$ cat src/rtl/rx_line_fill_ctrl_if.sv
// Bus bundle between the SPI receive path and the frame-memory line-fill
// sequencer. The master drives RF traffic and frame control and receives the
// memory write port and status. The slave is the sequencer itself.
interface rx_line_fill_ctrl_if;
  // Receive-path side
  logic        FrameStart;
  logic        RxValid;
  logic [11:0] RxData;
  logic        RxAddValid;
  logic [15:0] RxAdd;
  logic        LinkLost;
  // Memory write port and status
  logic        MemWrEn;
  logic [15:0] MemWrAdd;
  logic [11:0] MemWrData;
  logic        FillActive;
  logic        FrameDone;
  logic        LineMissed;
  logic [9:0]  MissCount;

  modport master (
    output FrameStart, RxValid, RxData, RxAddValid, RxAdd, LinkLost,
    input  MemWrEn, MemWrAdd, MemWrData, FillActive, FrameDone, LineMissed, MissCount
  );

  modport slave (
    input  FrameStart, RxValid, RxData, RxAddValid, RxAdd, LinkLost,
    output MemWrEn, MemWrAdd, MemWrData, FillActive, FrameDone, LineMissed, MissCount
  );
endinterface

$ cat src/rtl/rx_line_fill_ctrl.sv
// Receive frame-memory line-fill sequencer and write-port arbiter.
// RF payload words are written at the current line address. A watchdog
// declares a line missing after WD_TIMEOUT idle cycles, and the line is
// then filled with a constant value. RF words always take the single
// registered write port ahead of the filler.
// Optional build macro RX_FILL_MARK_EN: the fill value becomes 12'h00F
// (a visible marker) instead of 12'h000.
module rx_line_fill_ctrl #(
  parameter int unsigned LINE_LEN   = 80,
  parameter int unsigned NUM_LINES  = 480,
  parameter logic [19:0] WD_TIMEOUT = 20'h234FF
) (
  input logic               Cclk,
  input logic               rstn,
  rx_line_fill_ctrl_if.slave bus
);

  localparam logic [15:0] LINE_LEN_W  = 16'(LINE_LEN);
  localparam logic [15:0] FRAME_WORDS = 16'(LINE_LEN * NUM_LINES);

`ifdef RX_FILL_MARK_EN
  localparam logic [11:0] FILL_VALUE = 12'h00F;
`else
  localparam logic [11:0] FILL_VALUE = 12'h000;
`endif

  typedef enum logic [1:0] {
    IDLE = 2'd0,
    RX   = 2'd1,
    FILL = 2'd2,
    DONE = 2'd3
  } state_t;

  state_t      state_q, state_d;
  logic [15:0] wr_add_q, wr_add_d;
  logic [15:0] next_line_q, next_line_d;
  logic [19:0] wd_q, wd_d;
  logic [15:0] fill_cnt_q, fill_cnt_d;
  logic [9:0]  miss_count_q, miss_count_d;
  logic        line_missed_q, line_missed_d;
  logic        mem_wr_en_q, mem_wr_en_d;
  logic [15:0] mem_wr_add_q, mem_wr_add_d;
  logic [11:0] mem_wr_data_q, mem_wr_data_d;

  logic        hdr_ok;
  logic [15:0] hdr_next_line;

  // Unsigned 16-bit add clamped at 0xFFFF so a line address never wraps.
  function automatic logic [15:0] sat_add16(input logic [15:0] a, input logic [15:0] b);
    logic [16:0] sum;
    sum = {1'b0, a} + {1'b0, b};
    return sum[16] ? 16'hFFFF : sum[15:0];
  endfunction

  // Miss counter increment that sticks at its maximum.
  function automatic logic [9:0] sat_inc10(input logic [9:0] a);
    return (a == 10'h3FF) ? a : a + 10'd1;
  endfunction

  // Header decode: only in-frame line addresses move the write pointer.
  always_comb begin
    hdr_ok        = (bus.RxAdd < FRAME_WORDS);
    hdr_next_line = sat_add16(bus.RxAdd, LINE_LEN_W);
  end

  // Next-state, pointer, watchdog and write-port decision.
  always_comb begin
    state_d       = state_q;
    wr_add_d      = wr_add_q;
    next_line_d   = next_line_q;
    wd_d          = wd_q;
    fill_cnt_d    = fill_cnt_q;
    miss_count_d  = miss_count_q;
    line_missed_d = 1'b0;
    mem_wr_en_d   = 1'b0;
    mem_wr_add_d  = mem_wr_add_q;
    mem_wr_data_d = mem_wr_data_q;

    if (bus.FrameStart) begin
      // Vsync restarts the frame from any state, without writing.
      state_d      = RX;
      wr_add_d     = 16'd0;
      next_line_d  = LINE_LEN_W;
      wd_d         = 20'd0;
      miss_count_d = 10'd0;
    end else begin
      case (state_q)
        IDLE: begin
          // Wait for the first Vsync; RF traffic is meaningless here.
        end

        RX: begin
          if (bus.RxAddValid) begin
            if (hdr_ok) begin
              wr_add_d    = bus.RxAdd;
              next_line_d = hdr_next_line;
            end
            wd_d = 20'd0;
          end else if (bus.RxValid) begin
            if (wr_add_q < FRAME_WORDS) begin
              mem_wr_en_d   = 1'b1;
              mem_wr_add_d  = wr_add_q;
              mem_wr_data_d = bus.RxData;
              wr_add_d      = wr_add_q + 16'd1;
            end
            wd_d = 20'd0;
          end else if (wd_q == WD_TIMEOUT) begin
            // The expected line never arrived: fill it, or finish the
            // frame if it was the last one.
            if (next_line_q >= FRAME_WORDS) begin
              state_d = DONE;
            end else begin
              state_d    = FILL;
              wr_add_d   = next_line_q;
              fill_cnt_d = 16'd0;
            end
          end else begin
            wd_d = wd_q + 20'd1;
          end
        end

        FILL: begin
          if (bus.RxAddValid) begin
            // A new header means the link is back; drop the fill silently.
            if (hdr_ok) begin
              wr_add_d    = bus.RxAdd;
              next_line_d = hdr_next_line;
            end
            wd_d    = 20'd0;
            state_d = RX;
          end else if (wr_add_q < FRAME_WORDS) begin
            // RF word wins the port and still counts toward the line.
            mem_wr_en_d   = 1'b1;
            mem_wr_add_d  = wr_add_q;
            mem_wr_data_d = bus.RxValid ? bus.RxData : FILL_VALUE;
            wr_add_d      = wr_add_q + 16'd1;
            fill_cnt_d    = fill_cnt_q + 16'd1;
            if (fill_cnt_d == LINE_LEN_W) begin
              next_line_d   = sat_add16(next_line_q, LINE_LEN_W);
              wd_d          = 20'd0;
              line_missed_d = 1'b1;
              miss_count_d  = sat_inc10(miss_count_q);
              state_d       = RX;
            end
          end else begin
            state_d = DONE;
          end
        end

        DONE: begin
          if (bus.LinkLost) begin
            // Re-arm for a new frame without waiting for Vsync.
            state_d     = RX;
            wr_add_d    = 16'd0;
            next_line_d = LINE_LEN_W;
            wd_d        = 20'd0;
          end
        end

        default: begin
          state_d = IDLE;
        end
      endcase

      // Reaching the end of frame memory ends the frame.
      if (((state_d == RX) || (state_d == FILL)) && (wr_add_d == FRAME_WORDS)) begin
        state_d = DONE;
      end
    end
  end

  // Sequencer state registers.
  always_ff @(posedge Cclk or negedge rstn) begin
    if (!rstn) begin
      state_q       <= IDLE;
      wr_add_q      <= 16'd0;
      next_line_q   <= LINE_LEN_W;
      wd_q          <= 20'd0;
      fill_cnt_q    <= 16'd0;
      miss_count_q  <= 10'd0;
      line_missed_q <= 1'b0;
    end else begin
      state_q       <= state_d;
      wr_add_q      <= wr_add_d;
      next_line_q   <= next_line_d;
      wd_q          <= wd_d;
      fill_cnt_q    <= fill_cnt_d;
      miss_count_q  <= miss_count_d;
      line_missed_q <= line_missed_d;
    end
  end

  // Registered memory write port; address and data hold between writes.
  always_ff @(posedge Cclk or negedge rstn) begin
    if (!rstn) begin
      mem_wr_en_q   <= 1'b0;
      mem_wr_add_q  <= 16'd0;
      mem_wr_data_q <= 12'd0;
    end else begin
      mem_wr_en_q   <= mem_wr_en_d;
      mem_wr_add_q  <= mem_wr_add_d;
      mem_wr_data_q <= mem_wr_data_d;
    end
  end

  assign bus.MemWrEn    = mem_wr_en_q;
  assign bus.MemWrAdd   = mem_wr_add_q;
  assign bus.MemWrData  = mem_wr_data_q;
  assign bus.FillActive = (state_q == FILL);
  assign bus.FrameDone  = (state_q == DONE);
  assign bus.LineMissed = line_missed_q;
  assign bus.MissCount  = miss_count_q;

endmodule

$ cat src/flat_wrapper.sv
// flat-port wrapper written by rule: the top's interface ports become plain ports
module rx_line_fill_ctrl_flat 
#(
  parameter int unsigned LINE_LEN   = 80,
  parameter int unsigned NUM_LINES  = 480,
  parameter logic [19:0] WD_TIMEOUT = 20'h234FF
)
  (Cclk, rstn, bus_FrameStart, bus_RxValid, bus_RxData, bus_RxAddValid, bus_RxAdd, bus_LinkLost, bus_MemWrEn, bus_MemWrAdd, bus_MemWrData, bus_FillActive, bus_FrameDone, bus_LineMissed, bus_MissCount);
  rx_line_fill_ctrl_if bus_i ();
  input logic Cclk;
  input logic rstn;
  input wire logic [$bits(bus_i.FrameStart)-1:0] bus_FrameStart;
  input wire logic [$bits(bus_i.RxValid)-1:0] bus_RxValid;
  input wire logic [$bits(bus_i.RxData)-1:0] bus_RxData;
  input wire logic [$bits(bus_i.RxAddValid)-1:0] bus_RxAddValid;
  input wire logic [$bits(bus_i.RxAdd)-1:0] bus_RxAdd;
  input wire logic [$bits(bus_i.LinkLost)-1:0] bus_LinkLost;
  output wire logic [$bits(bus_i.MemWrEn)-1:0] bus_MemWrEn;
  output wire logic [$bits(bus_i.MemWrAdd)-1:0] bus_MemWrAdd;
  output wire logic [$bits(bus_i.MemWrData)-1:0] bus_MemWrData;
  output wire logic [$bits(bus_i.FillActive)-1:0] bus_FillActive;
  output wire logic [$bits(bus_i.FrameDone)-1:0] bus_FrameDone;
  output wire logic [$bits(bus_i.LineMissed)-1:0] bus_LineMissed;
  output wire logic [$bits(bus_i.MissCount)-1:0] bus_MissCount;
  assign bus_i.FrameStart = bus_FrameStart;
  assign bus_i.RxValid = bus_RxValid;
  assign bus_i.RxData = bus_RxData;
  assign bus_i.RxAddValid = bus_RxAddValid;
  assign bus_i.RxAdd = bus_RxAdd;
  assign bus_i.LinkLost = bus_LinkLost;
  assign bus_MemWrEn = bus_i.MemWrEn;
  assign bus_MemWrAdd = bus_i.MemWrAdd;
  assign bus_MemWrData = bus_i.MemWrData;
  assign bus_FillActive = bus_i.FillActive;
  assign bus_FrameDone = bus_i.FrameDone;
  assign bus_LineMissed = bus_i.LineMissed;
  assign bus_MissCount = bus_i.MissCount;
  rx_line_fill_ctrl #(.LINE_LEN(LINE_LEN), .NUM_LINES(NUM_LINES), .WD_TIMEOUT(WD_TIMEOUT)) u_core (.Cclk(Cclk), .rstn(rstn), .bus(bus_i));
endmodule
$ cat config.mk
export PLATFORM = sky130hd
export DESIGN_NAME = rx_line_fill_ctrl_flat
export DESIGN_NICKNAME = d
export VERILOG_FILES = /design/src/rtl/rx_line_fill_ctrl_if.sv /design/src/rtl/rx_line_fill_ctrl.sv /design/src/flat_wrapper.sv
export SDC_FILE = /design/constraint.sdc
export NUM_CORES = 1
export LEC_CHECK = 0
export CORE_AREA = 2 2 136 98
export DETAILED_ROUTE_END_ITERATION = 10
export DIE_AREA = 0 0 138 100
export GPL_TIMING_DRIVEN = 1
export PLACE_DENSITY = 0.94
export SYNTH_ARGS = -nofsm -noshare
export SYNTH_HDL_FRONTEND = slang
export SYNTH_SLANG_ARGS = --single-unit
export TNS_END_PERCENT = 30
$ cat constraint.sdc
create_clock -name Cclk -period 5.57 [get_ports Cclk]
set_input_delay 1.114 -clock Cclk [delete_from_list [all_inputs] [get_ports Cclk]]
set_output_delay 1.114 -clock Cclk [all_outputs]
set_load 0.02 [all_outputs]
==> reports/results.md <==
| Result | Value |
| --- | --- |
| Outcome | complete, no violations |
| Detailed router's first-iteration violation count | 1,281 |
| Minimum clock period after layout | 4242 ps |
| Family of cells with the greatest summed delay on the critical path | compound AO/OA/AOI/OAI gates |
| Crit Path Max Fanout | 16 |
| Worst rel slew slack | 23.81% |
| Sort of element at the start of the critical path | primary input |
| Library cell used as clock root buffer | clkbuf_16 |
| Wire length of the first global-routing pass | 37.49 mm |
| Number of top-level pins | 76 |
| Count of different cell masters after synthesis | 81 |
| Number of storage elements in the synthesis netlist | 110 |
| Worst endpoint data arrival time | 4490 ps |
| GR Overflow Total | 0 |
| Dpl hpwl | 15.94 mm |
| Layout-stage area growth over the synthesis result | 12.85% |
| Critical-path top delay cell | clkdlybuf4s50_1 |
| Utilization after layout | 69.03% |
| Nets@finish | 1,012 |
| Clock tree from TritonCTS | built |
| Antenna-violating nets left | 0 |
| H-tree depth | 3 |
| Average wire length per cell after detail routing | 20.31 um |
| Capturing element type of the critical path | flop |
| Clock Sinks | 110 |
| Post-CTS sizing | 0 |
| Launching instance or port of the critical path | bus_RxAdd[11] |
| Number of buffers added on ports | 75 |
| RSZ-0062 raised after global routing | false |
| Area of the multi-input gates | 4599 um^2 |
| Number of filler instances in the final layout | 1,006 |
| Post-Route WL | 23.09 mm |
| Most used cells in the layout excluding fill and tap cells | dfrtp_1 (108), nand2_1 (103), o21ai_0 (83) |
| Area of all sequential standard cells | 2755 um^2 |
| Post-synthesis cell count | 951 |
| Share of the yosys chip area belonging to registers | 35.46% |
| First-pass detailed-route iteration total | 8 |
| Worst reg2reg path startpoint | u_core.fill_cnt_q[0] |
| Clock latency at the later pin of the worst-skew pair | 370 ps |
| Residual DRC | 0 |
| Buffers inserted during post-CTS setup optimization | 0 |
| Initial core utilization | 61.17% |
| Number of vias per cell | 6.815 |
| Proportion of register bits with asynchronous set or reset after synthesis | 100.0% |
| Biggest cell delay along the critical path | 550 ps |
| Synth Area per Inst | 8.169 um^2 |
| Hold-fix buffer count after cts | 0 |
| Area of the die | 13,800 um^2 |
| Leakage component of the power | 3.581 nW |
| Period utilisation layout | 76.15% |
| Die span in x | 138 um |
| Cts bufs inserted | 9 |
| Total routing resource utilization after global routing | 33.47% |
| Vias in the first global route | 7,006 |
| Worst clock skew on the final layout | 9.027 ps |
| CTS clock-pin slew for the worst setup and hold paths | 80 ps |
| Required arrival time at the worst endpoint | 5820 ps |
| PD cells | 217.5 nW/um^2 |
| Number of maximum-capacitance violations | 0 |
| Top flip-flop cell by instance count after synthesis | dfrtp_1 |
| Layout cell share with drive strength beyond 1 | 8.033% |
| Placement row count | 35 |
| Non-filler instance count after layout | 1,137 |
| Die height | 100 um |
| Number of vias after detailed routing | 7,749 |
| Crit Path Category | in -> reg |
| Final-report setup violation count | 0 |
| Final GP Congestion | 1.054 |
| Peak supply drop | 0.0001616 V |
| Hold path startpoint | u_core.bus.MemWrData[0] |
| Total standard cell area after synthesis | 7769 um^2 |
| Setup Total Neg Slack | 0 ps |
| Number of antenna repair diodes | 0 |
| Placeable Area | 12,700 um^2 |
| Total of warnings raised by yosys | 0 |
| Class of the tightest hold or removal check | reg -> reg |
| Antenna violations before repair | 1 |
| Number of hold violations in the final report | 0 |
| Number of pins with negative max-slew slack in the final report | 0 |
| Slew at the pin closest to its max-slew limit | 1139 ps |
| Pin count of the biggest net entering global routing | 62 |
| Syn nets | 997 |
| Highest attainable clock frequency | 235.8 MHz |
| Leading cell type in the layout, fill and taps excluded | dfrtp_1 |
| Buffer and inverter count on the worst path | 1 |
| Sequence of cells on the critical path | clkdlybuf4s50_1, a211o_1, o21ai_2, o21ai_1, o31ai_1, o211ai_1, a2111oi_2, nand4_1, o41ai_1 |
| Post-synth EDFFs | 0 |
| Number of placed cells counting well taps | 1,121 |
| Clock buffer depth | 2 |
worst paths after layout:
check	depth (start not counted)	end	slack [ps]
max	9	u_core.state_q[1]	1330
min	2	u_core.bus.MemWrData[0]	490
max reg2reg	9	u_core.next_line_q[0]	1370
min reg2reg	2	u_core.bus.MemWrData[0]	490
max in group asynchronous	2	u_core.next_line_q[3]	3590
min in group asynchronous	1	u_core.bus.MemWrData[8]	810
state kept, by name (all words and copies together), names as in the netlist:
name	count
u_core.wd_q	20
u_core.bus.MemWrAdd	16
u_core.fill_cnt_q	16
u_core.next_line_q	16
u_core.wr_add_q	16
u_core.bus.MemWrData	12
u_core.bus.MissCount	10
u_core.state_q	2
u_core.bus.LineMissed	1
u_core.bus.MemWrEn	1
where the power goes:
| group | internal (mW) | switching (mW) |
|---|---|---|
| combinational | 0.135 | 0.184 |
| sequential | 0.835 | 0.0476 |
| clock | 0.365 | 0.340 |
| total | 1.33 | 0.572 |
worst reg2reg max path, delay by kind of cell (launching register included):
family | cells | cell delay, ps
DFF | 1 | 490
and+or+nand+nor | 4 | 1740
adders and majority gates | 1 | 270
AOI/OAI and AO/OA | 4 | 1600
stage by stage:
stage               power [mW]  hold slack (ps)  worst slack, ps  cell area, um^2
global placement         1.198            460.9             1185             8441
finish                   1.907            485.4             1328             8767
detailed placement       1.207            469.6             1060             8441
CTS                      1.907            488.6             1426             8767
floorplan                1.066            446.0             2173             7769
global route             1.978            526.2             1025             8767
final cells by class:
| class | instances | area share [%] |
|---|---|---|
| Multi-Input combinational cell | 742 | 52.46 |
| Sequential cell | 110 | 31.43 |
| Timing Repair Buffer | 83 | 9.162 |
| Clock buffer | 9 | 2.569 |
| Tap cell | 166 | 2.369 |
| Clock inverter | 7 | 1.156 |
| Inverter | 20 | 0.8563 |
cells by family after synthesis:
family                     count (synthesis)  synth area share [%]
xor gates and xnor gates                  29                 3.269
AOI/OAI and AO/OA                        307                 26.06
DFF                                      110                 35.46
buffers and inverters                     99                 5.331
adders and majority gates                 12                 1.933
muxes                                     33                 4.622
and+or+nand+nor                          361                 23.32
per-layer routing:
layer	track usage [%]	part of all wire (%)	vias to the layer above
met3	10.31	14	53
met2	48.10	42	538
li1	-	-	3536
met4	8.399	1.7	2
met5	0	0.056	-
met1	49.49	43	3620
cells in the mapped netlist, drive strengths merged, types with 6 or more instances:
master / count / share of area, %
nor4: 11 / 0.97
clkbuf: 62 / 3.0
a22oi: 10 / 0.97
a21oi: 69 / 4.5
a21o: 9 / 0.87
a221oi: 8 / 0.90
nand2b: 11 / 0.89
xnor2: 19 / 2.1
o21ai: 89 / 5.8
nand4: 15 / 1.4
or3: 14 / 1.3
a22o: 12 / 1.4
and2: 6 / 0.52
xor2: 10 / 1.1
dfrtp: 108 / 35
ha: 12 / 1.9
nor3: 29 / 2.0
and3: 17 / 1.4
o31ai: 20 / 2.0
nand2: 103 / 5.0
o211ai: 8 / 0.77
inv: 20 / 0.97
a31oi: 12 / 0.97
a211oi: 11 / 1.1
mux2: 23 / 3.3
or2: 12 / 0.97
nand3: 35 / 2.3
nor2: 78 / 3.8
nor2b: 11 / 0.89
mux2i: 10 / 1.3
buf: 17 / 1.4
No activity file was read; power rests on OpenSTA's default activity.
